## src/rtl/eth_udp_rx_if.sv

```systemverilog
// eth_udp_rx_if: payload write side of the UDP receiver.
// master: wrdata_fifo/wren_fifo out, afull_flag in.
interface eth_udp_rx_if;
  logic [7:0] wrdata_fifo;
  logic       wren_fifo;
  logic       afull_flag;

  modport master (
    output wrdata_fifo,
    output wren_fifo,
    input  afull_flag
  );

  modport slave (
    input  wrdata_fifo,
    input  wren_fifo,
    output afull_flag
  );
endinterface

```

## src/rtl/eth_udp_rx.sv

```systemverilog
// eth_udp_rx: GMII UDP receiver, filters MAC/IP/port, streams payload.
// E_RXC/rst_n/E_RXD/E_RXDV in; fifo (master) out; rx_done + status out.
module eth_udp_rx #(
  parameter logic [47:0] LOCAL_MAC  = 48'h000c2961b41b,
  parameter logic [31:0] LOCAL_IP   = 32'hC0A80002,
  parameter logic [15:0] LOCAL_PORT = 16'd8080,
  parameter logic [15:0] MAX_DATA   = 16'd1472
) (
  input  logic        E_RXC,
  input  logic        rst_n,
  input  logic [7:0]  E_RXD,
  input  logic        E_RXDV,
  eth_udp_rx_if.master fifo,
  output logic        rx_done,
  output logic        rx_crc_ok,
  output logic        rx_drop,
  output logic [15:0] rx_len,
  output logic [15:0] src_port
);

  typedef enum logic [3:0] {
    R_IDLE,
    R_PREAMBLE,
    R_ENET_HEAD,
    R_IP_HEAD,
    R_UDP_HEAD,
    R_UDP_DATA,
    R_PAD,
    R_DROP,
    R_END
  } state_t;

  // MSB-first CRC32, data bits taken LSB first (Ethernet bit order).
  function automatic logic [31:0] crc32_d8(
    input logic [31:0] c,
    input logic [7:0]  d
  );
    logic [31:0] r;
    r = c;
    for (int i = 0; i < 8; i++) begin
      r = {r[30:0], 1'b0} ^
          ((r[31] ^ d[i]) ? 32'h04C11DB7 : 32'h0);
    end
    return r;
  endfunction

  function automatic logic [7:0] rev8(input logic [7:0] b);
    logic [7:0] r;
    for (int i = 0; i < 8; i++) r[i] = b[7-i];
    return r;
  endfunction

  state_t      state;
  logic [7:0]  rxd1;
  logic        rxdv1;
  logic [3:0][7:0] dl;
  logic [3:0]  dl_mark;
  logic [31:0] crc;
  logic [47:0] hdr;
  logic [15:0] cnt;
  logic [15:0] wr_cnt;
  logic [15:0] udp_len;
  logic [15:0] sport_r;
  logic        ok;
  logic        drop_f;

  logic        fall;
  logic        mark_in;
  logic        sfd;
  logic        fcs_ok;
  logic [15:0] last16;
  logic [31:0] last32;
  logic [47:0] last48;

  assign last16 = {hdr[7:0], rxd1};
  assign last32 = {hdr[23:0], rxd1};
  assign last48 = {hdr[39:0], rxd1};

  // Frame end seen at stage 1 while a frame is in progress.
  assign fall = !rxdv1 && state != R_IDLE && state != R_END;

  // Bytes after the SFD are tagged so the CRC picks them up
  // when they leave the delay line.
  assign mark_in = rxdv1 && state != R_IDLE &&
                   state != R_PREAMBLE && state != R_END;

  assign sfd = state == R_PREAMBLE && rxdv1 && rxd1 == 8'hD5;

  // The delay line holds the FCS, oldest byte in dl[3].
  assign fcs_ok = dl[3] == ~rev8(crc[31:24]) &&
                  dl[2] == ~rev8(crc[23:16]) &&
                  dl[1] == ~rev8(crc[15:8])  &&
                  dl[0] == ~rev8(crc[7:0]);

  always_ff @(posedge E_RXC or negedge rst_n) begin
    if (!rst_n) begin
      rxd1    <= 8'h0;
      rxdv1   <= 1'b0;
      dl      <= '0;
      dl_mark <= '0;
      crc     <= 32'hffffffff;
    end else begin
      rxd1    <= E_RXD;
      rxdv1   <= E_RXDV;
      dl      <= {dl[2:0], rxd1};
      dl_mark <= {dl_mark[2:0], mark_in};
      if (sfd)
        crc <= 32'hffffffff;
      else if (dl_mark[3])
        crc <= crc32_d8(crc, dl[3]);
    end
  end

  always_ff @(posedge E_RXC or negedge rst_n) begin
    if (!rst_n) begin
      state            <= R_IDLE;
      hdr              <= '0;
      cnt              <= '0;
      wr_cnt           <= '0;
      udp_len          <= '0;
      sport_r          <= '0;
      ok               <= 1'b0;
      drop_f           <= 1'b0;
      fifo.wrdata_fifo <= 8'h0;
      fifo.wren_fifo   <= 1'b0;
      rx_done          <= 1'b0;
      rx_crc_ok        <= 1'b0;
      rx_drop          <= 1'b0;
      rx_len           <= '0;
      src_port         <= '0;
    end else begin
      fifo.wren_fifo <= 1'b0;
      rx_done        <= 1'b0;
      hdr            <= {hdr[39:0], rxd1};
      if (fall) begin
        // Only a frame that reached the padding/FCS is complete.
        state     <= R_END;
        rx_done   <= 1'b1;
        rx_crc_ok <= state == R_PAD && fcs_ok;
        rx_drop   <= drop_f || state != R_PAD;
        rx_len    <= wr_cnt;
        src_port  <= sport_r;
      end else begin
        unique case (state)
          R_IDLE: begin
            if (rxdv1 && rxd1 == 8'h55) begin
              state   <= R_PREAMBLE;
              cnt     <= 16'd1;
              wr_cnt  <= '0;
              udp_len <= '0;
              sport_r <= '0;
              ok      <= 1'b1;
              drop_f  <= 1'b0;
            end
          end
          R_PREAMBLE: begin
            if (rxd1 == 8'h55 && cnt != 16'd7) begin
              cnt <= cnt + 16'd1;
            end else if (rxd1 == 8'hD5) begin
              state <= R_ENET_HEAD;
              cnt   <= '0;
            end else begin
              state  <= R_DROP;
              drop_f <= 1'b1;
            end
          end
          R_ENET_HEAD: begin
            cnt <= cnt + 16'd1;
            if (cnt == 16'd5 && last48 != LOCAL_MAC &&
                last48 != 48'hffffffffffff)
              ok <= 1'b0;
            if (cnt == 16'd13) begin
              cnt <= '0;
              if (ok && last16 == 16'h0800) begin
                state <= R_IP_HEAD;
              end else begin
                state  <= R_DROP;
                drop_f <= 1'b1;
              end
            end
          end
          R_IP_HEAD: begin
            cnt <= cnt + 16'd1;
            if (cnt == 16'd0 && rxd1 != 8'h45) ok <= 1'b0;
            if (cnt == 16'd9 && rxd1 != 8'h11) ok <= 1'b0;
            if (cnt == 16'd19) begin
              cnt <= '0;
              if (ok && last32 == LOCAL_IP) begin
                state <= R_UDP_HEAD;
              end else begin
                state  <= R_DROP;
                drop_f <= 1'b1;
              end
            end
          end
          R_UDP_HEAD: begin
            cnt <= cnt + 16'd1;
            if (cnt == 16'd1) sport_r <= last16;
            if (cnt == 16'd3 && last16 != LOCAL_PORT) ok <= 1'b0;
            if (cnt == 16'd5) begin
              udp_len <= last16;
              if (last16 < 16'd8) ok <= 1'b0;
            end
            if (cnt == 16'd7) begin
              cnt <= '0;
              // afull here means no payload write ever starts.
              if (!ok || fifo.afull_flag) begin
                state  <= R_DROP;
                drop_f <= 1'b1;
              end else if (udp_len == 16'd8) begin
                state <= R_PAD;
              end else begin
                state <= R_UDP_DATA;
              end
            end
          end
          R_UDP_DATA: begin
            cnt <= cnt + 16'd1;
            if (cnt < MAX_DATA) begin
              fifo.wren_fifo   <= 1'b1;
              fifo.wrdata_fifo <= rxd1;
              wr_cnt           <= wr_cnt + 16'd1;
            end else begin
              drop_f <= 1'b1;
            end
            if (cnt == udp_len - 16'd9) state <= R_PAD;
          end
          R_PAD, R_DROP: begin
            state <= state;
          end
          R_END: begin
            state <= R_IDLE;
          end
          default: begin
            state <= R_IDLE;
          end
        endcase
      end
    end
  end

endmodule

```

## src/flat_wrapper.sv

```systemverilog
// flat-port wrapper written by rule: the top's interface ports become plain ports
module eth_udp_rx_flat 
#(
  parameter logic [47:0] LOCAL_MAC  = 48'h000c2961b41b,
  parameter logic [31:0] LOCAL_IP   = 32'hC0A80002,
  parameter logic [15:0] LOCAL_PORT = 16'd8080,
  parameter logic [15:0] MAX_DATA   = 16'd1472
)
  (E_RXC, rst_n, E_RXD, E_RXDV, rx_done, rx_crc_ok, rx_drop, rx_len, src_port, fifo_wrdata_fifo, fifo_wren_fifo, fifo_afull_flag);
  eth_udp_rx_if fifo_i ();
  input  logic E_RXC;
  input  logic rst_n;
  input  logic [7:0] E_RXD;
  input  logic E_RXDV;
  output logic rx_done;
  output logic rx_crc_ok;
  output logic rx_drop;
  output logic [15:0] rx_len;
  output logic [15:0] src_port;
  output wire logic [$bits(fifo_i.wrdata_fifo)-1:0] fifo_wrdata_fifo;
  output wire logic [$bits(fifo_i.wren_fifo)-1:0] fifo_wren_fifo;
  input wire logic [$bits(fifo_i.afull_flag)-1:0] fifo_afull_flag;
  assign fifo_wrdata_fifo = fifo_i.wrdata_fifo;
  assign fifo_wren_fifo = fifo_i.wren_fifo;
  assign fifo_i.afull_flag = fifo_afull_flag;
  eth_udp_rx #(.LOCAL_MAC(LOCAL_MAC), .LOCAL_IP(LOCAL_IP), .LOCAL_PORT(LOCAL_PORT), .MAX_DATA(MAX_DATA)) u_core (.E_RXC(E_RXC), .rst_n(rst_n), .E_RXD(E_RXD), .E_RXDV(E_RXDV), .fifo(fifo_i), .rx_done(rx_done), .rx_crc_ok(rx_crc_ok), .rx_drop(rx_drop), .rx_len(rx_len), .src_port(src_port));
endmodule
```

## config.mk

```make
export PLATFORM = sky130hd
export DESIGN_NAME = eth_udp_rx_flat
export DESIGN_NICKNAME = d
export VERILOG_FILES = /design/src/rtl/eth_udp_rx_if.sv /design/src/rtl/eth_udp_rx.sv /design/src/flat_wrapper.sv
export SDC_FILE = /design/constraint.sdc
export NUM_CORES = 1
export LEC_CHECK = 0
export CAP_MARGIN = 10
export CORE_MARGIN = 2
export CORE_UTILIZATION = 25
export DETAILED_ROUTE_END_ITERATION = 6
export SLEW_MARGIN = 20
export SYNTH_ARGS = -nofsm -noshare
export SYNTH_HDL_FRONTEND = slang
export SYNTH_SLANG_ARGS = --single-unit
```

## constraint.sdc

```tcl
create_clock -name E_RXC -period 5.1 [get_ports E_RXC]
set_clock_uncertainty 0.15 [all_clocks]
set_input_delay 1.275 -clock E_RXC [delete_from_list [all_inputs] [get_ports E_RXC]]
set_output_delay 1.275 -clock E_RXC [all_outputs]
set_load 0.02 [all_outputs]
```

==> results.tsv <==
stage	metric	value	unit
routing	drc	0	
logic_synthesis	yosysMostFrequentCell	nand2_1	
clock_tree	clk_latency	0.45	ns
grt	grt_antenna_before_repair	0	
timing	hold_viol_final	0	
placed_design	portBuffers	55	
setup_path	critPathSlowestCell	or2_2	
routing	vias	7532	
grt	grt_start_max_net_pins	110	
clock_tree	clock_path_buffers	2	
setup_path	critPathArrivalTime	4.31	ns
logic_synthesis	synth_ff_type	dfrtp_1	
die	initial_utilization	0.253	
placed_design	gp_congestion	0.863	
final_layout	diodes	0	
routing	wl_per_cell	16.3	um
setup_path	cp.required	5.30	ns
logic_synthesis	ys_ff_latch	199	
clock_tree	clockRootBuffer	clkbuf_16	
final_layout	nets	1092	
logic_synthesis	syn_area	9800	sq um
clock_tree	cts_tree	yes	
timing	timing.fmax	243	MHz
timing	period_needed	4.11	ns
routing	antenna_left	0	
setup_path	reg2reg_from	u_core.state[0]$_DFFE_PN0P_	
setup_path	critPathLaunch	u_core.state[0]$_DFFE_PN0P_	
setup_path	rr_worst_depth	8	
setup_path	critPathCaptureType	register	
logic_synthesis	synth-adder-area-share	0.0115	
logic_synthesis	synth.area.top_cells	dfrtp_1 43%, nand2_1 9.9%, dfstp_2 8.6%, xnor2_1 6.3%, o21ai_0 5.7%	
die	die-area	40800	sq um
logic_synthesis	synth_common_cells	258 x nand2_1, 167 x dfrtp_1, 111 x o21ai_0	
timing	whs	0.200	ns
routing	firstDrtPassIters	5	
die	row_count	72	
routing	dr.first_iter.drc_count	573	
logic_synthesis	syn-num-nets	1064	
final_layout	drive_above_1_share	0.0858	
final_layout	layoutNonFillerInstCount	1602	
min_path	hold_class	reg -> reg	
logic_synthesis	async_reset_ff_frac	1.00	
grt	gr-total-overflow	0	
power_and_ir_drop	leakage	4.76	nW
setup_path	crit_type	reg -> reg	
timing	timing.final.crit_share	0.806	
routing	finalWirelength	26200	um
logic_synthesis	syn_inst	1043	
setup_path	rr_endpoint	u_core.cnt[13]$_DFFE_PN0P_	
timing	rsz0062_at_grt	no	
logic_synthesis	avgSynthCellArea	9.39	sq um
logic_synthesis	synth-edff-count	0	
status	status	finished, final reports clean	
logic_synthesis	yosysWarningCount	0	
logic_synthesis	synth_top_area_share	0.427	
timing	max-slew-margin-rel	0.259	
die	io_pins	56	
timing	final_max_slew_viol_count	0	
timing	setup_viol	0	
power_and_ir_drop	total_power	6.91	mW
setup_path	crit_chain	nor3_1, or2_2, inv_1, a21oi_1, o211ai_2, nor2_1, nand2_1, o31ai_1	
setup_path	reg2reg_slack	0.99	ns
clock_tree	cts_sinks	199	
clock_tree	cts_max_level	4	
setup_path	crit_fanout	42	
power_and_ir_drop	power_density	603	nW/um^2
setup_path	crit_path_max_incr_delay	0.70	ns
grt	grt_usage	0.131	
grt	grt_pass1_wl	42500	um
logic_synthesis	ys_seq_area_frac	0.512	
final_layout	postLayoutCoreUtil	0.296	
setup_path	worstSetupEndpoint	u_core.cnt[13]$_DFFE_PN0P_	
logic_synthesis	synth-compound-area-share	0.114	
die	die_h	202	um
die	core_area	38600	sq um
final_layout	syn_to_final_growth	16.9	%
placed_design	place_inst	1570	
setup_path	critPathLaunchType	register	
logic_synthesis	synth.distinct_cells	69	
logic_synthesis	yosysTopAreaCell	dfrtp_1	
clock_tree	cts_resized	0	
routing	viasPerCell	4.70	
setup_path	path_delay_family	simple AND/OR/NAND/NOR gates	
power_and_ir_drop	ir_drop	0.000261	V
clock_tree	cts_setup_buffers	0	
timing	finalSetupTns	0	ns
clock_tree	holdBufCountCts	0	
logic_synthesis	synth_top_family_by_area	simple AND/OR/NAND/NOR gates	
clock_tree	cts_buffers	17	
logic_synthesis	synth_xor_area_frac	0.105	
setup_path	path_depth	8	
setup_path	path_buf_inv	1	
placed_design	dpl.hpwl	18600	um
logic_synthesis	muxShareOfSynthArea	0.00830	
timing	tightestPinTransition	1.10	ns
logic_synthesis	synthSimpleGateAreaFrac	0.218	
clock_tree	clkTransAtPathRegs	0.07	ns
run	drv_cap	0	
die	die_x	202	um
grt	grt_pass1_vias	7462	
[layout by cell type, fill, tap and decap left out, types with 4 or more instances in the layout]
| cell type | n |
|---|---|
| nand3b_1 | 5 |
| or2_2 | 6 |
| o21ai_0 | 110 |
| a21oi_1 | 23 |
| dfrtp_1 | 167 |
| nor2_1 | 34 |
| clkbuf_16 | 17 |
| clkinvlp_4 | 4 |
| nor4_1 | 22 |
| ha_1 | 9 |
| mux2i_1 | 7 |
| nor2b_1 | 7 |
| nand2_1 | 257 |
| or4_1 | 9 |
| inv_1 | 18 |
| buf_4 | 7 |
| or3_1 | 9 |
| and3_1 | 11 |
| nand3_1 | 24 |
| clkinv_4 | 4 |
| and4_1 | 4 |
| xor2_1 | 45 |
| and2_1 | 4 |
| nor3_1 | 8 |
| a31oi_1 | 10 |
| xnor2_1 | 70 |
| nand4_1 | 23 |
| o31ai_1 | 7 |
| nor3b_1 | 7 |
| dfstp_2 | 32 |
| nand4b_1 | 6 |
| clkdlybuf4s50_1 | 54 |
[layer usage]
layer  track usage  routed length [um]  vias to the layer above
li1              -                   -                     3651
met1         0.173               11900                     3668
met2         0.212               12300                      173
met3        0.0214                1120                       40
met4        0.0596                 848                        0
met5             0                   0                        -
[sequential cells by signal (all words and copies together) (netlist names), 4 cells and up]
signal,cells
u_core.cnt,16
u_core.hdr,12
u_core.dl,28
u_core.src_port,16
u_core.state,4
u_core.rx_len,16
u_core.crc,32
u_core.wr_cnt,16
u_core.sport_r,16
u_core.rxd1,8
u_core.dl_mark,4
u_core.udp_len,16
u_core.fifo.wrdata_fifo,8
[kinds of logic after synthesis]
kind of cell    after synthesis
simple gates                450
flops                       199
compound gates              188
xor+xnor                    116
buf+inv                      73
fa+ha+maj                     9
mux                           8
[how the worst min path moves through the flow]
stage | end | start | depth (start not counted) | slack [ns]
floorplan | u_core.dl_mark[1]$_DFF_PN0_ | u_core.dl_mark[0]$_DFF_PN0_ | 0 | 0.18
global placement | u_core.dl_mark[1]$_DFF_PN0_ | u_core.dl_mark[0]$_DFF_PN0_ | 0 | 0.18
detailed placement | u_core.dl_mark[3]$_DFF_PN0_ | u_core.dl_mark[2]$_DFF_PN0_ | 0 | 0.18
CTS | u_core.dl_mark[3]$_DFF_PN0_ | u_core.dl_mark[2]$_DFF_PN0_ | 0 | 0.20
global route | u_core.dl_mark[2]$_DFF_PN0_ | u_core.dl_mark[1]$_DFF_PN0_ | 0 | 0.21
finish | u_core.dl_mark[3]$_DFF_PN0_ | u_core.dl_mark[2]$_DFF_PN0_ | 0 | 0.20
[metrics by stage]
step | setup slack, ns | area [sq um]
floorplan | 2.36 | 9800
global placement | 1.24 | 10900
detailed placement | 1.07 | 10900
CTS | 1.09 | 11400
global route | 0.534 | 11500
finish | 0.991 | 11500
[cell type report]
class	count	area (sq um)
fill	4036	27200
sequential	199	5020
multi-input combinational	771	4500
tap	518	648
timing repair buffer	63	627
clock buffer	19	453
clock inverter	13	138
inverter	19	71.3
[report_power, final]
group	internal, mW	switching (mW)	leakage, nW
combinational	1.37	1.74	1.96
clock	0.714	0.640	0.278
sequential	2.04	0.406	2.52
total	4.12	2.79	4.76
Power figures use the tool's default switching activity.
